--- config.mk ---
export PLATFORM = sky130hd
export DESIGN_NAME = lab_div_seq_flat
export DESIGN_NICKNAME = d
export VERILOG_FILES = /design/src/rtl/lab_div_seq_if.sv /design/src/rtl/lab_div_seq.sv /design/src/flat_wrapper.sv
export SDC_FILE = /design/constraint.sdc
export NUM_CORES = 1
export LEC_CHECK = 0
export CAP_MARGIN = 10
export CORE_AREA = 2 2 83 85
export CTS_CLUSTER_DIAMETER = 40
export DETAILED_ROUTE_END_ITERATION = 12
export DIE_AREA = 0 0 85 87
export PLACE_DENSITY_LB_ADDON = 0.05
export REMOVE_ABC_BUFFERS = 1
export SYNTH_ARGS = -nofsm -noshare
export SYNTH_HDL_FRONTEND = slang
export SYNTH_SLANG_ARGS = --single-unit
--- constraint.sdc ---
create_clock -name CLK -period 2.2 [get_ports CLK]
set_input_delay 0.22 -clock CLK [delete_from_list [all_inputs] [get_ports CLK]]
set_output_delay 0.22 -clock CLK [all_outputs]
set_load 0.01 [all_outputs]
--- src/rtl/lab_div_seq_if.sv ---
// lab_div_seq_if: request/result bundle between a requester and the sequential divider
interface lab_div_seq_if #(
    parameter int WIDTH_A = 16,
    parameter int WIDTH_B = 8
);
    logic               in_valid;
    logic [WIDTH_A-1:0] in_dividend;
    logic [WIDTH_B-1:0] in_divisor;
    logic               busy;
    logic [WIDTH_A-1:0] quotient;
    logic [WIDTH_B-1:0] remainder;
    logic               div_zero;
    logic               out_valid;

    modport master (
        output in_valid, in_dividend, in_divisor,
        input  busy, quotient, remainder, div_zero, out_valid
    );

    modport slave (
        input  in_valid, in_dividend, in_divisor,
        output busy, quotient, remainder, div_zero, out_valid
    );
endinterface

--- src/rtl/lab_div_seq.sv ---
// lab_div_seq: sequential unsigned restoring divider, one quotient bit per clock
module lab_div_seq #(
    parameter int WIDTH_A = 16,
    parameter int WIDTH_B = 8
) (
    input  logic         CLK,
    input  logic         reset_n,
    lab_div_seq_if.slave bus
);
    localparam int CW = (WIDTH_A > 1) ? $clog2(WIDTH_A) : 1;

    typedef enum logic [1:0] {IDLE, CALC, DONE} state_t;

    state_t             state, state_nxt;
    logic [CW-1:0]      count;
    logic [WIDTH_B:0]   p;
    logic [WIDTH_A-1:0] q;
    logic [WIDTH_B-1:0] divisor;
    logic [WIDTH_A-1:0] quotient;
    logic [WIDTH_B-1:0] remainder;
    logic               div_zero;
    logic [WIDTH_B:0]   t, p_nxt;
    logic [WIDTH_A-1:0] q_nxt;
    logic               ge, last, accept;

    assign accept        = (state == IDLE) && bus.in_valid;
    assign last          = count == CW'(WIDTH_A - 1);
    assign bus.busy      = state != IDLE;
    assign bus.out_valid = state == DONE;
    assign bus.quotient  = quotient;
    assign bus.remainder = remainder;
    assign bus.div_zero  = div_zero;

    // one restoring step: shift the next dividend bit in, subtract if it fits
    always_comb begin
        t     = {p[WIDTH_B-1:0], q[WIDTH_A-1]};
        ge    = t >= {1'b0, divisor};
        p_nxt = ge ? t - {1'b0, divisor} : t;
        q_nxt = (q << 1) | WIDTH_A'(ge);
    end

    // state register
    always_ff @(posedge CLK or negedge reset_n) begin
        if (!reset_n) state <= IDLE;
        else          state <= state_nxt;
    end

    // next state: fixed WIDTH_A iterations, then a single result cycle
    always_comb begin
        state_nxt = state;
        case (state)
            IDLE:    state_nxt = bus.in_valid ? CALC : IDLE;
            CALC:    state_nxt = last ? DONE : CALC;
            default: state_nxt = IDLE;
        endcase
    end

    // datapath: capture on accept, iterate in CALC, publish on the last step
    always_ff @(posedge CLK or negedge reset_n) begin
        if (!reset_n) begin
            count     <= '0;
            p         <= '0;
            q         <= '0;
            divisor   <= '0;
            quotient  <= '0;
            remainder <= '0;
            div_zero  <= 1'b0;
        end else if (accept) begin
            count     <= '0;
            p         <= '0;
            q         <= bus.in_dividend;
            divisor   <= bus.in_divisor;
            quotient  <= '0;
            remainder <= '0;
            div_zero  <= 1'b0;
        end else if (state == CALC) begin
            count <= count + 1'b1;
            p     <= p_nxt;
            q     <= q_nxt;
            if (last) begin
                quotient  <= q_nxt;
                remainder <= p_nxt[WIDTH_B-1:0];
                div_zero  <= divisor == '0;
            end
        end
    end
endmodule

--- src/flat_wrapper.sv ---
// flat-port wrapper written by rule: the top's interface ports become plain ports
module lab_div_seq_flat 
#(
    parameter int WIDTH_A = 16,
    parameter int WIDTH_B = 8
)
  (CLK, reset_n, bus_in_valid, bus_in_dividend, bus_in_divisor, bus_busy, bus_quotient, bus_remainder, bus_div_zero, bus_out_valid);
  lab_div_seq_if #(.WIDTH_A(WIDTH_A), .WIDTH_B(WIDTH_B)) bus_i ();
  input  logic CLK;
  input  logic reset_n;
  input wire logic [$bits(bus_i.in_valid)-1:0] bus_in_valid;
  input wire logic [$bits(bus_i.in_dividend)-1:0] bus_in_dividend;
  input wire logic [$bits(bus_i.in_divisor)-1:0] bus_in_divisor;
  output wire logic [$bits(bus_i.busy)-1:0] bus_busy;
  output wire logic [$bits(bus_i.quotient)-1:0] bus_quotient;
  output wire logic [$bits(bus_i.remainder)-1:0] bus_remainder;
  output wire logic [$bits(bus_i.div_zero)-1:0] bus_div_zero;
  output wire logic [$bits(bus_i.out_valid)-1:0] bus_out_valid;
  assign bus_i.in_valid = bus_in_valid;
  assign bus_i.in_dividend = bus_in_dividend;
  assign bus_i.in_divisor = bus_in_divisor;
  assign bus_busy = bus_i.busy;
  assign bus_quotient = bus_i.quotient;
  assign bus_remainder = bus_i.remainder;
  assign bus_div_zero = bus_i.div_zero;
  assign bus_out_valid = bus_i.out_valid;
  lab_div_seq #(.WIDTH_A(WIDTH_A), .WIDTH_B(WIDTH_B)) u_core (.CLK(CLK), .reset_n(reset_n), .bus(bus_i));
endmodule
==> qor.csv <==
metric;value;unit
syn_inst;359;
cp.required;2420;ps
fp.dieH;87;um
wl;7974;um
syn_area;0.003139;sq mm
synthToLayoutAreaGrowth;27.46;%
vias;2748;
vdd_drop_max;0.0007365;V
tightest_slew;695.0;ps
drive_gt1_frac;0.09286;
dr.pass1.iters;4;
rsz0062_at_grt;yes;
grt_pass1_vias;2653;
arrival;2310;ps
cpPeakStageDelay;400;ps
layout_commonest_cell;nand2_1;
viasPerCell;5.496;
gr-total-overflow;0;
fill_cells;589;
row_count;30;
stdcell_count;500;
finalNetCount;452;
synth-seq-cells;63;
ys_warn_count;0;
hold_class;in -> reg;
ys_seq_area_frac;0.5022;
status;finished clean;
synth_edf_count;0;
die-area;0.007395;sq mm
finalSetupViolCount;0;
htreeDepth;3;
clkSinkCount;63;
holdWs;399.9;ps
cp_max_fo;12;
async_reset_ff_frac;1.000;
drtAntennaViolNets;0;
netlist-cell-type-count;44;
initial_core_util;0.4779;
fmax;476.7;MHz
r2r-end;u_core.p[4];
pin_count;54;
antenna_found_initial;0;
diodes;0;
cts_buffer_depth;2;
cp-start-kind;register;
cp-end-kind;register;
cap_violations;0;
reg2reg_from;u_core.divisor[5];
clk_latency;350;ps
synthFlopType;dfrtp_1;
core;0.006569;sq mm
grt_pass1_wl;13200;um
regArea;0.001577;sq mm
cts_setup_buffers;0;
dpl_cell_area;0.003794;sq mm
crit_slowest_cell;ha_1;
r2r_slack;100;ps
initialDrtViolationCount;200;
p_leak;1.738;nW
period_needed;2098;ps
die_w;85;um
cts_root_buf;clkbuf_8;
dp_slack;35.26;ps
clock_skew;11.84;ps
grt_max_degree;30;
relSlewSlack;0.5367;
period_share;0.9535;
slew_violations;0;
multi_input_comb_area;0.001429;sq mm
path_class;reg -> reg;
endpoint;u_core.p[4];
dp_hpwl;5483;um
p_per_area;1609;mW/mm^2
portBuffers;53;
worst_r2r_path_depth;7;
stdcell_area;0.004001;sq mm
drt-wirelength-per-cell;15.95;um
path_cells;inv_1, ha_1, nand4_1, or2_1, and2_2, a2bb2oi_1, o31ai_1;
gp_congestion;0.8386;
tritoncts;built;
hold_violations;0;
layout_common_cells;nand2_1 (84), dfrtp_1 (63), clkdlybuf4s50_1 (52);
avgSynthCellArea;8.744;sq um
track_usage;0.2306;
crit_start;u_core.divisor[5];
dp.cells;483;
drcViolationCount;0;
worst_slack;102.3;ps
cts_made_buffers;9;
clk_pin_slew;70;ps
## kinds of logic (layout without fill, tap and decap cells)
| group | after synthesis | in the layout | synth area share |
|---|---|---|---|
| DFF | 63 | 63 | 0.5022 |
| and+or+nand+nor | 155 | 155 | 0.2184 |
| xor gates and xnor gates | 1 | 1 | 0.002790 |
| AOI/OAI and AO/OA | 95 | 95 | 0.1849 |
| muxes | 1 | 1 | 0.003189 |
| buffers and inverters | 34 | 95 | 0.04623 |
| adders and majority gates | 10 | 10 | 0.04225 |
## cell type report
class                   count  share of cell area
well taps                  80             0.02502
multi-input cells         262              0.3571
clock inverters             6             0.01532
flip-flops and latches     63              0.3940
clock buffers              10             0.03189
repair buffers             68              0.1664
inverters                  11             0.01032
## worst min path at each step
| stage | from | end | cells past startpoint |
|---|---|---|---|
| after floorplan | reset_n | u_core.bus.div_zero | 0 |
| after global placement | reset_n | u_core.bus.div_zero | 1 |
| after detailed placement | reset_n | u_core.bus.div_zero | 1 |
| after CTS | bus_in_divisor[0] | u_core.divisor[0] | 3 |
| after global routing | bus_in_divisor[0] | u_core.divisor[0] | 3 |
| final | bus_in_divisor[0] | u_core.divisor[0] | 3 |
## per-stage QoR
step	setup TNS (ps)	util	power [mW]
floorplan	-19920	-	4.237
global placement	0	0.5775	5.337
detailed placement	0	0.5775	5.429
CTS	0	0.6078	6.428
global route	-9.018	0.6091	6.971
finish	0	0.6091	6.439
## where the power goes
group          leakage, nW  total (mW)  internal (mW)  switching [mW]
registers            0.795        2.11           1.72           0.396
logic                0.847        3.33           1.51            1.82
clock network       0.0960       0.993          0.519           0.474
total                 1.74        6.44           3.75            2.69
## sequential cells by signal, summed over array words and instances, names as in the netlist
signal	count
u_core.state	2
u_core.q	16
u_core.p	8
u_core.divisor	8
u_core.bus.div_zero	1
u_core.count	4
u_core.bus.quotient	16
u_core.bus.remainder	8
## synthesized netlist by cell type (2+ instances only)
master     instances  share of area
nand2_1           84           0.10
dfrtp_1           63           0.50
a21oi_1           31          0.049
nor2_1            26          0.031
o21ai_0           22          0.035
a31oi_1           18          0.036
clkbuf_1          14          0.017
inv_1             11          0.013
nand3_1           11          0.018
ha_1               9          0.036
nor3_1             9          0.014
nor4_1             7          0.014
o31ai_1            6          0.014
buf_2              5         0.0080
a21o_1             3         0.0072
nand2b_1           3         0.0060
nand4_1            3         0.0060
a2bb2oi_1          2         0.0056
and2_1             2         0.0040
buf_1              2         0.0024
nor2b_1            2         0.0040
o21a_1             2         0.0048
o21ai_1            2         0.0032
o221ai_1           2         0.0056
## critical path: cells and delay by family, from the launching register on
family	cells	cell delay, ps
and+or+nand+nor	3	750
DFF	1	360
adders and majority gates	1	400
AOI/OAI and AO/OA	2	370
buffers and inverters	1	70
## timing repair
action,CTS,global route
endpoints found under the hold margin,25,0
resized for setup,0,4
endpoints found under the setup margin,0,15
hold buffers,1,0
## metal layers
metal  vias up  GRT usage  share of wire
met1      1317     0.3084           0.48
met2        59     0.3722           0.47
met3        12    0.03886          0.036
met4         0    0.09957          0.018
met5         -          0              0
li1       1360          -              -
(Power assumes the default switching activity.)
